`src/rtl/uart_tx_arbiter.sv`:
```
// uart_tx_arbiter
//   Round-robin arbiter/sequencer sharing one UART transmitter between
//   NUM_REQ requesters. A granted requester's byte and frame config are
//   latched and held on tx_data_o/tx_conf_o for the whole frame. A one-cycle
//   req_done_o pulse is returned to the owner once the transmitter reports
//   completion.
//
//   Optional feature: define UART_TX_ARB_TIMEOUT_EN to enable a watchdog that
//   aborts a frame stuck in START/XFER for 2^TIMEOUT_WIDTH-1 cycles.
//
// Ports
//   clk_i, rst_ni   clock, async active-low reset
//   tx_en_i         global enable, gates new grants only
//   req_valid_i     per-requester request (held until its ready pulse)
//   req_data_i      packed data, requester i at [i*MAX_DATA_WIDTH +: MAX_DATA_WIDTH]
//   req_conf_i      packed config {data[1:0], stop[1:0], parity_en}, same packing
//   req_ready_o     one-hot accept pulse (first START cycle)
//   req_done_o      one-hot frame-complete pulse (DONE cycle)
//   tx_en_o         passthrough of tx_en_i
//   tx_start_o      start request, held until tx_busy_i is seen
//   tx_data_o       latched frame data
//   tx_conf_o       latched frame config
//   tx_busy_i       transmitter busy
//   tx_done_i       transmitter done level (rising edge ends the frame)
//   grant_idx_o     current/last granted requester
//   active_o        high outside IDLE
//   timeout_o       watchdog abort pulse (tied 0 without the macro)
//
// state  | meaning
// -------+-----------------------------------------------------------
// IDLE   | waiting for tx_en_i and a valid request
// START  | tx_start_o high until the transmitter reports busy
// XFER   | frame in flight, waiting for a rising edge of tx_done_i
// DONE   | one cycle, req_done_o pulse to the owner

module uart_tx_arbiter #(
  parameter int NUM_REQ        = 4,
  parameter int REQ_IDX_WIDTH  = 2,
  parameter int MAX_DATA_WIDTH = 8,
  parameter int CONF_WIDTH     = 5,
  parameter int TIMEOUT_WIDTH  = 16
) (
  input  logic                              clk_i,
  input  logic                              rst_ni,
  input  logic                              tx_en_i,
  input  logic [NUM_REQ-1:0]                req_valid_i,
  input  logic [NUM_REQ*MAX_DATA_WIDTH-1:0] req_data_i,
  input  logic [NUM_REQ*CONF_WIDTH-1:0]     req_conf_i,
  output logic [NUM_REQ-1:0]                req_ready_o,
  output logic [NUM_REQ-1:0]                req_done_o,
  output logic                              tx_en_o,
  output logic                              tx_start_o,
  output logic [MAX_DATA_WIDTH-1:0]         tx_data_o,
  output logic [CONF_WIDTH-1:0]             tx_conf_o,
  input  logic                              tx_busy_i,
  input  logic                              tx_done_i,
  output logic [REQ_IDX_WIDTH-1:0]          grant_idx_o,
  output logic                              active_o,
  output logic                              timeout_o
);

  localparam int SW = REQ_IDX_WIDTH + 1;

  if (NUM_REQ < 2 || NUM_REQ > 8 || REQ_IDX_WIDTH != $clog2(NUM_REQ) ||
      TIMEOUT_WIDTH < 2) begin : g_param_check
    $error("uart_tx_arbiter: illegal parameter set");
  end

  typedef enum logic [1:0] {
    ST_IDLE  = 2'd0,
    ST_START = 2'd1,
    ST_XFER  = 2'd2,
    ST_DONE  = 2'd3
  } state_t;

  state_t                     r_state;
  logic [REQ_IDX_WIDTH-1:0]   r_ptr;
  logic [REQ_IDX_WIDTH-1:0]   r_grant;
  logic                       r_done_q;
  logic                       r_start;
  logic                       r_active;
  logic                       r_timeout;
  logic [NUM_REQ-1:0]         r_ready;
  logic [NUM_REQ-1:0]         r_req_done;
  logic [MAX_DATA_WIDTH-1:0]  r_data;
  logic [CONF_WIDTH-1:0]      r_conf;

  logic [REQ_IDX_WIDTH-1:0]   w_win;
  logic [SW-1:0]              w_sum;
  logic                       w_grant;
  logic                       w_done_rise;
  logic                       w_abort;

  // Search from the largest offset down so the smallest offset above the
  // pointer (i.e. the next requester in round-robin order) wins last.
  always_comb begin
    w_win = r_ptr;
    w_sum = '0;
    for (int k = NUM_REQ; k >= 1; k--) begin
      w_sum = {1'b0, r_ptr} + SW'(k);
      if (w_sum >= SW'(NUM_REQ)) begin
        w_sum = w_sum - SW'(NUM_REQ);
      end
      if (req_valid_i[w_sum[REQ_IDX_WIDTH-1:0]]) begin
        w_win = w_sum[REQ_IDX_WIDTH-1:0];
      end
    end
  end

  assign w_grant     = tx_en_i && (|req_valid_i);
  // Only a fresh 0->1 transition counts; a level left high from the
  // previous frame must not end the next one.
  assign w_done_rise = tx_done_i && !r_done_q;

`ifdef UART_TX_ARB_TIMEOUT_EN
  logic [TIMEOUT_WIDTH-1:0] r_cnt;

  // Held at zero in IDLE so it starts from zero on entry to START.
  always_ff @(posedge clk_i or negedge rst_ni) begin
    if (!rst_ni) begin
      r_cnt <= '0;
    end else if (r_state == ST_IDLE) begin
      r_cnt <= '0;
    end else if (r_state == ST_START || r_state == ST_XFER) begin
      r_cnt <= r_cnt + 1'b1;
    end
  end

  // Abort on the edge at which the counter reaches all-ones.
  assign w_abort = (r_cnt == {{(TIMEOUT_WIDTH-1){1'b1}}, 1'b0});
`else
  assign w_abort = 1'b0;
`endif

  always_ff @(posedge clk_i or negedge rst_ni) begin
    if (!rst_ni) begin
      r_state    <= ST_IDLE;
      r_ptr      <= REQ_IDX_WIDTH'(NUM_REQ - 1);
      r_grant    <= '0;
      r_done_q   <= 1'b0;
      r_start    <= 1'b0;
      r_active   <= 1'b0;
      r_timeout  <= 1'b0;
      r_ready    <= '0;
      r_req_done <= '0;
      r_data     <= '0;
      r_conf     <= '0;
    end else begin
      r_done_q   <= tx_done_i;
      r_ready    <= '0;
      r_req_done <= '0;
      r_timeout  <= 1'b0;

      case (r_state)
        ST_IDLE: begin
          if (w_grant) begin
            r_state  <= ST_START;
            r_start  <= 1'b1;
            r_active <= 1'b1;
            r_ready  <= NUM_REQ'(1) << w_win;
            r_grant  <= w_win;
            r_ptr    <= w_win;
            r_data   <= req_data_i[w_win*MAX_DATA_WIDTH +: MAX_DATA_WIDTH];
            r_conf   <= req_conf_i[w_win*CONF_WIDTH +: CONF_WIDTH];
          end
        end

        ST_START: begin
          if (w_abort) begin
            r_state   <= ST_IDLE;
            r_start   <= 1'b0;
            r_active  <= 1'b0;
            r_timeout <= 1'b1;
          end else if (tx_busy_i) begin
            r_state <= ST_XFER;
            r_start <= 1'b0;
          end
        end

        ST_XFER: begin
          if (w_abort) begin
            r_state   <= ST_IDLE;
            r_active  <= 1'b0;
            r_timeout <= 1'b1;
          end else if (w_done_rise) begin
            r_state    <= ST_DONE;
            r_req_done <= NUM_REQ'(1) << r_grant;
          end
        end

        ST_DONE: begin
          r_state  <= ST_IDLE;
          r_active <= 1'b0;
        end

        default: begin
          r_state  <= ST_IDLE;
          r_start  <= 1'b0;
          r_active <= 1'b0;
        end
      endcase
    end
  end

  assign tx_en_o     = tx_en_i;
  assign tx_start_o  = r_start;
  assign tx_data_o   = r_data;
  assign tx_conf_o   = r_conf;
  assign req_ready_o = r_ready;
  assign req_done_o  = r_req_done;
  assign grant_idx_o = r_grant;
  assign active_o    = r_active;
  assign timeout_o   = r_timeout;

endmodule

```
`config.mk`:
```
export PLATFORM = sky130hd
export DESIGN_NAME = uart_tx_arbiter
export DESIGN_NICKNAME = d
export VERILOG_FILES = /design/src/rtl/uart_tx_arbiter.sv
export SDC_FILE = /design/constraint.sdc
export NUM_CORES = 1
export LEC_CHECK = 0
export CAP_MARGIN = 20
export CORE_ASPECT_RATIO = 1.2
export CORE_MARGIN = 2
export CORE_UTILIZATION = 42
export DETAILED_ROUTE_END_ITERATION = 8
export PLACE_DENSITY = 0.87
export SLEW_MARGIN = 20
export SYNTH_ARGS = -nofsm -noshare
export SYNTH_HDL_FRONTEND = slang
export SYNTH_SLANG_ARGS = --single-unit
```
`constraint.sdc`:
```
create_clock -name clk_i -period 3.9 [get_ports clk_i]
set_clock_uncertainty 0.2 [all_clocks]
set_input_delay 0.78 -clock clk_i [delete_from_list [all_inputs] [get_ports clk_i]]
set_output_delay 0.78 -clock clk_i [all_outputs]
set_load 0.1 [all_outputs]
```
Yosys cells after proc, flatten, opt, wreduce, memory -nomap -nowiden:

Index checks and enable logic that the tools add are counted.

* equality and inequality tests: 6
* muxes and demuxes: 28
* multiply operators: 1
* reductions and logical operators: 11
* $add $sub $neg: 8
* $lt $le $gt $ge: 8
* bitwise operators: 1
* shift operators: 4

Operators by type and width (count)
* indexed part select 32 x 6 -> 8 bit: 1
* two-way mux 2 bit: 11
* indexed part select 20 x 6 -> 5 bit: 1
* two-way mux 4 bit: 4
* >= comparator 3 bit, second input constant: 4
* less-than comparator 2 x 3 -> 1 bit, second input constant: 4
* binary-select mux 1 bit (select 2 bit): 4
* case mux 2 bit (4 select lines): 1
* left shift 1 x 2 -> 4 bit, first input constant: 2
* subtractor 2 x 1 -> 2 bit, second input constant: 4
* adder 2 x 2 -> 3 bit, second input constant: 2
* two-way mux 1 bit: 6
* != test 2 bit, second input constant: 3
* AND reduction 3 bit: 2
* multiplier 2 x 3 -> 5 bit, second input constant: 1
* == test 2 bit, second input constant: 2
* case mux 1 bit (2 select lines): 2
* AND reduction 2 bit: 2
* OR reduction 4 bit: 1
* adder 2 x 1 -> 3 bit, second input constant: 1
* adder 2 x 3 -> 3 bit, second input constant: 1
* == test 2 x 1 -> 1 bit, second input constant: 1
* logical AND 1 bit: 2
* zero test 2 bit: 1
* 4 further kinds: 4

* output and inout port bits: 27
* word-level logic and storage cells: 77
* bits in registers: 30

Depth between registers and ports, before layout:

* depth after elaboration: 12
* depth in mapped cells: 7

Least setup slack after synthesis:

OpenSTA, ideal clock, no wires.

* kind: input to register
* start: in req_valid_i[3]
* end: reg r_conf[0] (netlist: tx_conf_o[0])
* stages: 6
* required time: 3.574 ns
* arrival: 2.449 ns
* buffers on the path: 1
* path slack: 1.125 ns
* library setup time: 0.126 ns
* cells stage by stage: or2b_2 -> o21ai_2 -> a221oi_4 -> buf_8 -> mux4_2 -> mux2_4

* longest elaborated chain between the ends: 8
* elaborated cells between the ends (all ways): 17
* classes of those cells: mul: 1; shift: 1; mux: 12; reduce/logical: 3

RTL lines
* start, declared: line 46 `input logic [NUM_REQ-1:0] req_valid_i,`
* binary-select mux 1 bit (select 2 bit): line 104 `if (req_valid_i[w_sum[REQ_IDX_WIDTH-1:0]]) begin`
* two-way mux 1 bit (implied by the code): line 104
* two-way mux 2 bit (4 in a row): line 104
* multiplier 2 x 3 -> 5 bit: line 164 `r_conf <= req_conf_i[w_win*CONF_WIDTH +: CONF_WIDTH];`
* indexed part select 20 x 6 -> 5 bit: line 164
* end signal, assigned: line 164
* end, declared: line 86 `logic [CONF_WIDTH-1:0] r_conf;`

Several ways; a longest one is shown, not always the timed one. The select of a mux whose other input is x is not followed.
A chain may end at the register's enable or synchronous reset.

Worst setup path in the final report:

* start: in req_valid_i[3]
* end: reg r_data[0] (netlist: tx_data_o[0])

* longest elaborated chain between the ends: 7
* elaborated cells between the ends (all ways): 16
* classes of those cells: shift: 1; mux: 12; reduce/logical: 3

RTL lines
* binary-select mux 1 bit (select 2 bit): line 104
* two-way mux 1 bit (implied by the code): line 104
* two-way mux 2 bit (4 in a row): line 104
* indexed part select 32 x 6 -> 8 bit: line 163 `r_data <= req_data_i[w_win*MAX_DATA_WIDTH +: MAX_DATA_WIDTH];`
* end signal, assigned: line 163
* end, declared: line 85 `logic [MAX_DATA_WIDTH-1:0] r_data;`

Several ways; a longest one is shown, not always the timed one. The select of a mux whose other input is x is not followed.

==> flow_metrics.env <==
export IMPL_run_status="complete, no violations"
export IMPL_grt_pass1_vias=1548
export IMPL_cellLeakagePower_nw=1.12
export IMPL_port_buffers=86
export IMPL_tightest_slew_ns=1.04
export IMPL_die_x_um=61.1
export IMPL_cts_hold_fix_buffers=0
export IMPL_synth_edf_count=0
export IMPL_min_from="grant_idx_o[1]"
export IMPL_period_share_pct=75.0
export IMPL_fmaxAchievable_mhz=342
export IMPL_p_clk_share_pct=10.8
export IMPL_syn_nets=184
export IMPL_clkLatencyLatePin_ns=0.28
export IMPL_hold_path_depth=1
export IMPL_rsz0062_at_grt="false"
export IMPL_grt_overflow=0
export IMPL_powerDensity_nw_per_um2=883
export IMPL_drv_cap=0
export IMPL_arrival_ns=2.88
export IMPL_grt_pass1_wl_mm=6.78
export IMPL_finalCriticalPeriod_ns=2.92
export IMPL_fin_setup_tns_ns=0
export IMPL_cts_root_buf="clkbuf_8"
export IMPL_firstDrtPassIters=4
export IMPL_postSynthAreaPerCell_um2=13.9
export IMPL_final_cell_mix="85 x clkdlybuf4s50_1, 28 x dfrtp_1, 9 x mux2_2"
export IMPL_hold_path_class="reg2reg"
export IMPL_ys_flop_type="dfrtp_1"
export IMPL_crit_required_ns=3.86
export IMPL_cts_setup_buffers=0
export IMPL_rr_worst_depth=6
export IMPL_r2r_end="tx_data_o[0]"
export IMPL_setup_worst_path_end_class="flop"
export IMPL_cp_start_kind="primary input"
export IMPL_seq_area_frac_synth_pct=45.8
export IMPL_r2r_start="r_ptr[0]"
export IMPL_antenna_found_initial=0
export IMPL_drive_gt1_share_pct=19.4
export IMPL_intPower_mw=1.11
export IMPL_cts_buffer_depth=2
export IMPL_yosysWarnings=0
export IMPL_hold_viol=0
export IMPL_yosysUniqueCellTypes=29
export IMPL_p_comb_share_pct=66.6
export IMPL_rows=24
export IMPL_place_gp_congestion=0.741
export IMPL_switchingPower_mw=1.23
export IMPL_worstPathMaxFanout=8
export IMPL_drtAntennaViolNets=0
export IMPL_fp_dieH_um=72.5
export IMPL_hpwl_mm=3.37
export IMPL_cts_resized=0
export IMPL_syn_to_final_growth_pct=61.5
export IMPL_p_seq_share_pct=22.6
export IMPL_via_per_inst=5.13
export IMPL_drtIter0Drc=33
export IMPL_htreeDepth=2
export IMPL_maxSlewViolCount=0
export IMPL_holdWs_ns=0.283
export IMPL_path_class="in2reg"
export IMPL_nNetsFinal=276
export IMPL_wl_mm=4.26
export IMPL_swShare_pct=52.4
export IMPL_holdPathEnd="req_done_o[1]"
export IMPL_syn_inst=118
export IMPL_synth_area_um2=1640
export IMPL_drc=0
export IMPL_ys_ff_latch=30
export IMPL_clkTransAtPathRegs_ns=0.06
export IMPL_peakVddDrop_v=0.000431
export IMPL_vias=1349
export IMPL_diodes=0
export IMPL_core_area_um2=3690
export IMPL_start_util_pct=44.5
export IMPL_ys_async_sr_fraction_pct=100
export IMPL_setup_violations=0
export IMPL_grt_total_usage_pct=21.0
export IMPL_cts_tree="done"
export IMPL_final_common_cell="clkdlybuf4s50_1"
export IMPL_grt_max_degree=31
export IMPL_cts_sinks=30
export IMPL_slew_headroom_pct=30.4
export IMPL_dieArea_um2=4430
export IMPL_routedWlPerCell_um=16.2
export IMPL_r2r_slack_ns=1.41
export IMPL_cts_buffers_inserted=5
export IMPL_ioPinCount=88
-- through the flow --
stage / worst slack [ns] / instance area (um^2) / utilization [%] / std cells / power (mW)
final: 0.977 / 2650 / 71.8 / 263 / 2.34
after global routing: 0.923 / 2650 / 71.8 / 263 / 2.45
after CTS: 0.978 / 2650 / 71.8 / 263 / 2.36
after detailed placement: 0.683 / 2560 / 69.3 / 255 / 2.09
after global placement: 0.767 / 2560 / 69.3 / 255 / 2.05
after floorplan: 1.12 / 1640 / - / 118 / 1.71
-- worst max path at each step --
| stage | start | endpoint | slack, ns | depth (start not counted) |
|---|---|---|---|---|
| after floorplan | req_valid_i[3] | tx_conf_o[0] | 1.12 | 6 |
| after global placement | req_valid_i[3] | tx_conf_o[4] | 0.77 | 7 |
| after detailed placement | req_valid_i[3] | tx_data_o[0] | 0.68 | 7 |
| after CTS | req_valid_i[3] | tx_data_o[0] | 0.98 | 7 |
| after global routing | req_valid_i[3] | tx_data_o[0] | 0.92 | 7 |
| final | req_valid_i[3] | tx_data_o[0] | 0.98 | 7 |
-- synthesized netlist by cell type (2+ instances only) --
cell type / count / area (um^2)
dfrtp_1: 28 / 701
mux2_2: 9 / 101
inv_1: 8 / 30.0
mux4_1: 8 / 210
nor2_1: 7 / 26.3
a21oi_1: 6 / 30.0
nor3_1: 6 / 30.0
ha_1: 5 / 62.6
mux2_4: 5 / 75.1
mux4_2: 5 / 113
nand2_1: 5 / 18.8
o21ai_0: 4 / 20.0
buf_4: 3 / 22.5
clkbuf_1: 2 / 7.51
dfstp_2: 2 / 52.6
nand2b_1: 2 / 12.5
-- kinds of logic (layout without fill, tap and decap cells) --
kind of cell	count (synthesis)	after routing	synth area share, %
adders and majority gates	5	5	3.81
other	1	1	0.228
DFF	30	30	45.8
and+or+nand+nor	24	24	7.24
AOI/OAI and AO/OA	16	16	7.31
muxes	28	28	31.0
buffers and inverters	14	107	4.57
-- state kept, by name, summed over array words and instances, names as in the netlist --
register and cells:
req_ready_o 4, grant_idx_o 2, tx_data_o 8, r_ptr 2, r_done_q 1, tx_start_o 1
tx_conf_o 5, active_o 1, req_done_o 4, r_state 2
-- worst max-delay path, stage by stage --
cell,delay [ns]
clkdlybuf4s50_1,0.46
or2b_2,0.20
o21ai_2,0.07
a221oi_4,0.29
buf_4,0.23
mux4_1,0.57
mux2_2,0.28
-- layer usage --
layer / vias up / wire length (um) / track usage [%]
met5: - / 0 / 0
met4: 0 / 46 / 9.18
met3: 4 / 330 / 5.88
met2: 73 / 2350 / 38.9
met1: 654 / 1530 / 20.7
li1: 618 / - / -
-- area by class of cell --
type	instances	area, um^2
inverter	8	30.0
clock buffer	7	86.3
sequential	30	753
fill	276	1040
timing repair buffer	91	896
multi-input combinational	74	817
tap	52	65.1
clock inverter	1	5.00
-- power groups by stage --
stage               Clock, mW  Combinational [mW]  Sequential (mW)
floorplan                   0               0.495             1.22
global placement            0                1.52            0.527
detailed placement          0                1.56            0.532
CTS                     0.262                1.57            0.531
global route            0.273                1.63            0.548
finish                  0.253                1.56            0.528
Note: power is estimated with default switching activity, not from simulation.
